File: src/rtl/fb_write_scheduler.sv
// rtl/fb_write_scheduler.sv - Framebuffer write scheduler: slot spacing, CPU/clear arbitration, phase counter
//
// Ports:
//   clk, rst                 clock, synchronous active-high reset
//   counter                  free-running 3-bit phase counter
//   cpu_valid/addr/data      CPU row write request; cpu_ready accepts it
//   clr_start, clr_data      start a fill of every row with clr_data; clr_busy while running
//   fb_w_addr, fb_data_in    registered row address/data to the framebuffer
//   fb_set_data              one-cycle write strobe, spaced >= BEAT_CYCLES apart
//   fb_busy                  framebuffer write window active
//
// Build option: FB_CLEAR_EN enables the bulk-clear engine and the round-robin
// arbiter; without it the CPU is the only requester and clr_* inputs are ignored.

module fb_write_scheduler #(
    parameter int ADDR_BITS   = 4,
    parameter int DATA_W      = 32,
    parameter int BEAT_CYCLES = 8
) (
    input  logic                 clk,
    input  logic                 rst,
    output logic [2:0]           counter,
    input  logic                 cpu_valid,
    input  logic [ADDR_BITS-1:0] cpu_addr,
    input  logic [DATA_W-1:0]    cpu_data,
    output logic                 cpu_ready,
    input  logic                 clr_start,
    input  logic [DATA_W-1:0]    clr_data,
    output logic                 clr_busy,
    output logic [ADDR_BITS-1:0] fb_w_addr,
    output logic [DATA_W-1:0]    fb_data_in,
    output logic                 fb_set_data,
    output logic                 fb_busy
);

    localparam int BW = (BEAT_CYCLES > 1) ? $clog2(BEAT_CYCLES) : 1;
    localparam logic [BW-1:0] LAST_BEAT = BW'(BEAT_CYCLES - 1);

    typedef enum logic [1:0] {GUARD, IDLE, WRITE} state_t;

    state_t        state;
    logic [BW-1:0] beat;      // guard countdown in GUARD, write beat in WRITE

    logic                 slot_open;
    logic                 grant_cpu;
    logic                 cpu_fire;
    logic                 clr_fire;
    logic                 fire;
    logic [ADDR_BITS-1:0] clr_addr;
    logic [DATA_W-1:0]    clr_wdata;

    // Final beat of a write is itself an open slot so grants can run back-to-back.
    assign slot_open = (state == IDLE) || ((state == WRITE) && (beat == LAST_BEAT));
    assign cpu_ready = slot_open && grant_cpu;
    assign cpu_fire  = cpu_ready && cpu_valid;
    assign fire      = cpu_fire || clr_fire;
    assign fb_busy   = (state == WRITE);

`ifdef FB_CLEAR_EN
    localparam logic [ADDR_BITS:0] ROWS = (ADDR_BITS+1)'(1 << ADDR_BITS);

    logic                 clr_busy_q;
    logic [ADDR_BITS:0]   clr_row;         // rows already granted to the clear
    logic [DATA_W-1:0]    clr_pattern;
    logic                 last_grant_cpu;  // resets to CLR so the CPU wins the first tie
    logic                 cur_clr;         // write in flight belongs to the clear
    logic                 clr_req;

    assign clr_req   = clr_busy_q && (clr_row != ROWS);
    // Grant points at the CPU whenever the clear is not asking, so cpu_ready
    // can be high even with cpu_valid low.
    assign grant_cpu = !clr_req || (cpu_valid && !last_grant_cpu);
    assign clr_fire  = slot_open && clr_req && !grant_cpu;
    assign clr_addr  = clr_row[ADDR_BITS-1:0];
    assign clr_wdata = clr_pattern;
    assign clr_busy  = clr_busy_q;

    always_ff @(posedge clk) begin
        if (rst) begin
            clr_busy_q     <= 1'b0;
            clr_row        <= '0;
            clr_pattern    <= '0;
            last_grant_cpu <= 1'b0;
            cur_clr        <= 1'b0;
        end else begin
            if (cpu_fire) begin
                last_grant_cpu <= 1'b1;
                cur_clr        <= 1'b0;
            end else if (clr_fire) begin
                last_grant_cpu <= 1'b0;
                cur_clr        <= 1'b1;
                clr_row        <= clr_row + 1'b1;
            end

            if (!clr_busy_q) begin
                if (clr_start) begin
                    clr_busy_q  <= 1'b1;
                    clr_pattern <= clr_data;
                    clr_row     <= '0;
                end
            end else if ((clr_row == ROWS) && cur_clr &&
                         (state == WRITE) && (beat == LAST_BEAT)) begin
                // Last clear row has finished its commit window.
                clr_busy_q <= 1'b0;
            end
        end
    end
`else
    logic unused_clr;

    assign unused_clr = ^{clr_start, clr_data};
    assign grant_cpu  = 1'b1;
    assign clr_fire   = 1'b0;
    assign clr_addr   = '0;
    assign clr_wdata  = '0;
    assign clr_busy   = 1'b0;
`endif

    always_ff @(posedge clk) begin
        if (rst) begin
            counter <= 3'd0;
        end else begin
            counter <= counter + 3'd1;
        end
    end

    always_ff @(posedge clk) begin
        if (rst) begin
            state       <= GUARD;
            beat        <= '0;
            fb_set_data <= 1'b0;
            fb_w_addr   <= '0;
            fb_data_in  <= '0;
        end else begin
            fb_set_data <= fire;
            if (fire) begin
                fb_w_addr  <= cpu_fire ? cpu_addr : clr_addr;
                fb_data_in <= cpu_fire ? cpu_data : clr_wdata;
            end

            case (state)
                // Hold off grants long enough for a commit interrupted by reset to drain.
                GUARD: begin
                    if (beat == LAST_BEAT) begin
                        state <= IDLE;
                        beat  <= '0;
                    end else begin
                        beat <= beat + 1'b1;
                    end
                end
                IDLE: begin
                    if (fire) begin
                        state <= WRITE;
                        beat  <= '0;
                    end
                end
                WRITE: begin
                    if (beat == LAST_BEAT) begin
                        beat <= '0;
                        if (!fire) begin
                            state <= IDLE;
                        end
                    end else begin
                        beat <= beat + 1'b1;
                    end
                end
                default: begin
                    state <= GUARD;
                    beat  <= '0;
                end
            endcase
        end
    end

endmodule
File: config.mk
export PLATFORM = sky130hd
export DESIGN_NAME = fb_write_scheduler
export DESIGN_NICKNAME = d
export VERILOG_FILES = /design/src/rtl/fb_write_scheduler.sv
export SDC_FILE = /design/constraint.sdc
export NUM_CORES = 1
export LEC_CHECK = 0
export CORE_MARGIN = 10
export CORE_UTILIZATION = 38
export CTS_CLUSTER_SIZE = 16
export DETAILED_ROUTE_END_ITERATION = 12
export PLACE_DENSITY = 0.85
export SYNTH_ARGS = -nofsm -noshare
export SYNTH_HDL_FRONTEND = slang
export SYNTH_SLANG_ARGS = --single-unit
export TNS_END_PERCENT = 5
File: constraint.sdc
create_clock -name clk -period 1.8 [get_ports clk]
set_input_delay 0.36 -clock clk [delete_from_list [all_inputs] [get_ports clk]]
set_output_delay 0.36 -clock clk [all_outputs]
set_load 0.03 [all_outputs]
==> results.yml <==
place:
  placed_cells_incl_taps: 340
  placement.setup.worst_slack_ns: 0.0508
  place.detailed.hpwl_mm: 3.56
  placed_area_um2: 2870
  place.gp.congestion: 0.708
  port-buffer-count: 80
drt:
  drcViolationCount: 0
  wire_per_inst_um: 13.9
  via_cell_ratio: 4.50
  drt_iter0_markers: 43
  wirelength_mm: 4.84
  firstDrtPassIters: 4
  vias: 1566
  ant_nets: 0
synth:
  share_of_flip_flops_with_an_asynchronous_set_or_reset: 0
  synth_top_cell_area_share: 0.451
  synth-seq-area-share: 0.451
  synthesis.nets: 274
  ys_top_cells_by_area: "sky130_fd_sc_hd__dfxtp_1 45%, sky130_fd_sc_hd__nand2b_1 23%, sky130_fd_sc_hd__mux2i_1 18%"
  ys_ff_latch: 45
  syn_avg_cell_area_um2: 10.0
  netlist_top_cells_count: "73 x sky130_fd_sc_hd__nand2b_1, 45 x sky130_fd_sc_hd__dfxtp_1, 36 x sky130_fd_sc_hd__mux2i_1, 10 x sky130_fd_sc_hd__clkbuf_1, 6 x sky130_fd_sc_hd__nor2_1"
  post_synth_instance_area_um2: 2000
  synthCells: 199
  ys_warn_count: 0
  yosysUniqueCellTypes: 23
  synth-main-ff-cell: "sky130_fd_sc_hd__dfxtp_1"
  yosysMostFrequentCell: "sky130_fd_sc_hd__nand2b_1"
  synth-edff-count: 0
  synth.largest_area_cell: "sky130_fd_sc_hd__dfxtp_1"
critical_path:
  critical_path.cell_chain: "clkdlybuf4s50_1"
  cpMaxStageDelayCell: "sky130_fd_sc_hd__clkdlybuf4s50_1"
  worst-path-max-fanout: 3
  worstPathBufferInverterCount: 1
  timing.critical_path.required_ns: 1.44
  worstSetupPathType: "reg -> out"
  crit_path_end_kind: "primary output"
  timing.critical_path.arrival_ns: 1.35
  timing.critical_path.max_delay_family: "buffers and inverters"
  launching_element_type_of_the_critical_path: "flop"
  timing.critical_path.slowest_cell_delay_ns: 0.69
finish:
  finish.cell_count_without_fillers: 348
  fillers: 439
  fin_nets: 352
  utilization: 0.586
  antennaDiodeCount: 0
  areaGrowthSynthToFinish_pct: 49.7
  final_layout_size_suffix_gt1_frac: 0.0576
  layout_cell_area_excl_fill_um2: 2990
die:
  design.portCount: 115
  die_height_um: 92.5
  core_um2: 5110
  fp.dieW_um: 92.5
  std_cell_rows: 26
  floorplan.die_area_um2: 8560
  initial_core_util: 0.391
clock_network:
  cts.htree.levels: 2
  clk_latency_ns: 0.29
  clkSlewWorstSetupHoldPaths_ns: 0.08
  clock_tree_from_tritoncts: "built"
  numCtsBuffers: 5
  cts_root_buf: "sky130_fd_sc_hd__clkbuf_8"
  cts_post_setup_buffers_inserted: 0
  holdBufCountCts: 0
  cts_buffer_depth: 2
  cts_num_sinks: 45
timing:
  number_of_max_slew_violations_in_the_final_report: 0
  top_achievable_clock_speed_mhz: 586
  period_share: 0.948
  timing.final.hold_violations: 0
  grt_setup_unrepaired: "false"
  final.hold.worst_slack_ns: 0.469
  timing.setup.tns_ns: 0
  setup_violations: 0
  timing.final.ws_setup_ns: 0.0933
  finalClockSkew_ns: 0.00829
  final.min_clock_period_ns: 1.71
status:
  result_of_the_run: "complete, no violations"
pwr:
  p_per_area_nw_per_um2: 673
  ir_worst_vdd_mv: 0.426
  fin_total_pwr_mw: 2.01
  static-leakage-power_nw: 1.03
global_routing:
  grt_overflow: 0
  largest_net_degree_at_the_start_of_global_routing: 82
  antenna_violations_before_repair: 0
  via_count_of_the_first_global_routing_pass: 1612
  track_usage: 0.111
  first_pass_grt_wire_length_mm: 7.83
min_path:
  holdCritPathClass: "reg -> reg"
flow_run:
  cap_violations: 0
## layer usage
layer  up-vias  share of wire  GRT usage
met1       717           0.42      0.130
met2        49           0.48      0.184
met3         6          0.089     0.0371
met4         0          0.011     0.0424
li1        794              -          -
met5         -              0          0
## flip-flops by register name, summed over array words and instances, names as in the netlist
name	flops
counter	3
fb_data_in	32
fb_set_data	1
beat	3
fb_w_addr	4
state	2
## power by group
group	internal [mW]	leakage (nW)	switching (mW)	total (mW)
Clock	0.453	0.0585	0.333	0.786
Combinational	0.134	0.609	0.0758	0.210
Sequential	1.01	0.364	0.00871	1.02
## final timing paths
| kind | startpoint | depth (start not counted) | slack [ns] | endpoint |
|---|---|---|---|---|
| worst min-delay path | counter[0] | 1 | 0.47 | counter[0] |
| worst min register to register | counter[0] | 1 | 0.47 | counter[0] |
| worst max-delay path | counter[0] | 1 | 0.09 | counter[0] |
| worst max register to register | beat[0] | 6 | 0.28 | fb_data_in[25] |
## cell usage in the layout, fill, tap and decap left out, types with 2 or more instances in the layout
cell type / instances
sky130_fd_sc_hd__o21ai_0: 2
sky130_fd_sc_hd__nor2_1: 6
sky130_fd_sc_hd__dfxtp_1: 45
sky130_fd_sc_hd__buf_4: 3
sky130_fd_sc_hd__buf_12: 3
sky130_fd_sc_hd__nor2b_1: 2
sky130_fd_sc_hd__nand2b_1: 73
sky130_fd_sc_hd__ha_1: 2
sky130_fd_sc_hd__a21oi_1: 4
sky130_fd_sc_hd__clkbuf_8: 6
sky130_fd_sc_hd__nand2_1: 2
sky130_fd_sc_hd__mux2i_1: 36
sky130_fd_sc_hd__clkdlybuf4s50_1: 77
sky130_fd_sc_hd__inv_1: 2
## cell families (layout without fill, tap and decap cells)
family	count (synthesis)	count (layout)	share of synthesized area
DFF	45	45	0.451
buffers and inverters	16	95	0.0488
muxes	36	36	0.180
and+or+nand+nor	88	88	0.268
AOI/OAI and AO/OA	9	9	0.0269
xor gates and xnor gates	1	1	0.00438
adders and majority gates	3	3	0.0188
other	1	1	0.00188
## cell type report
class,instances,area (um2),share of cell area
Clock buffer,7,86.3,0.0288
Clock inverter,1,30.0,0.0100
Inverter,2,7.51,0.00251
Multi-Input combinational cell,138,1010,0.339
Sequential cell,45,901,0.301
Tap cell,70,87.6,0.0293
Timing Repair Buffer,85,867,0.290
## repair_timing
| action | CTS | global route |
|---|---|---|
| cloned | 0 | 0 |
| gates resized for setup | 1 | 2 |
| endpoints found under the setup margin | 1 | 1 |
| endpoints found under the hold margin | 0 | 0 |
## worst reg2reg max path, stage by stage, from the launching register on
cell and delay, ns:
sky130_fd_sc_hd__dfxtp_1 0.36, sky130_fd_sc_hd__ha_1 0.20, sky130_fd_sc_hd__ha_4 0.16, sky130_fd_sc_hd__nand4b_1 0.18, sky130_fd_sc_hd__nand2_4 0.14, sky130_fd_sc_hd__buf_12 0.20
sky130_fd_sc_hd__mux2i_1 0.22
Note: power is estimated with default switching activity, not from simulation.
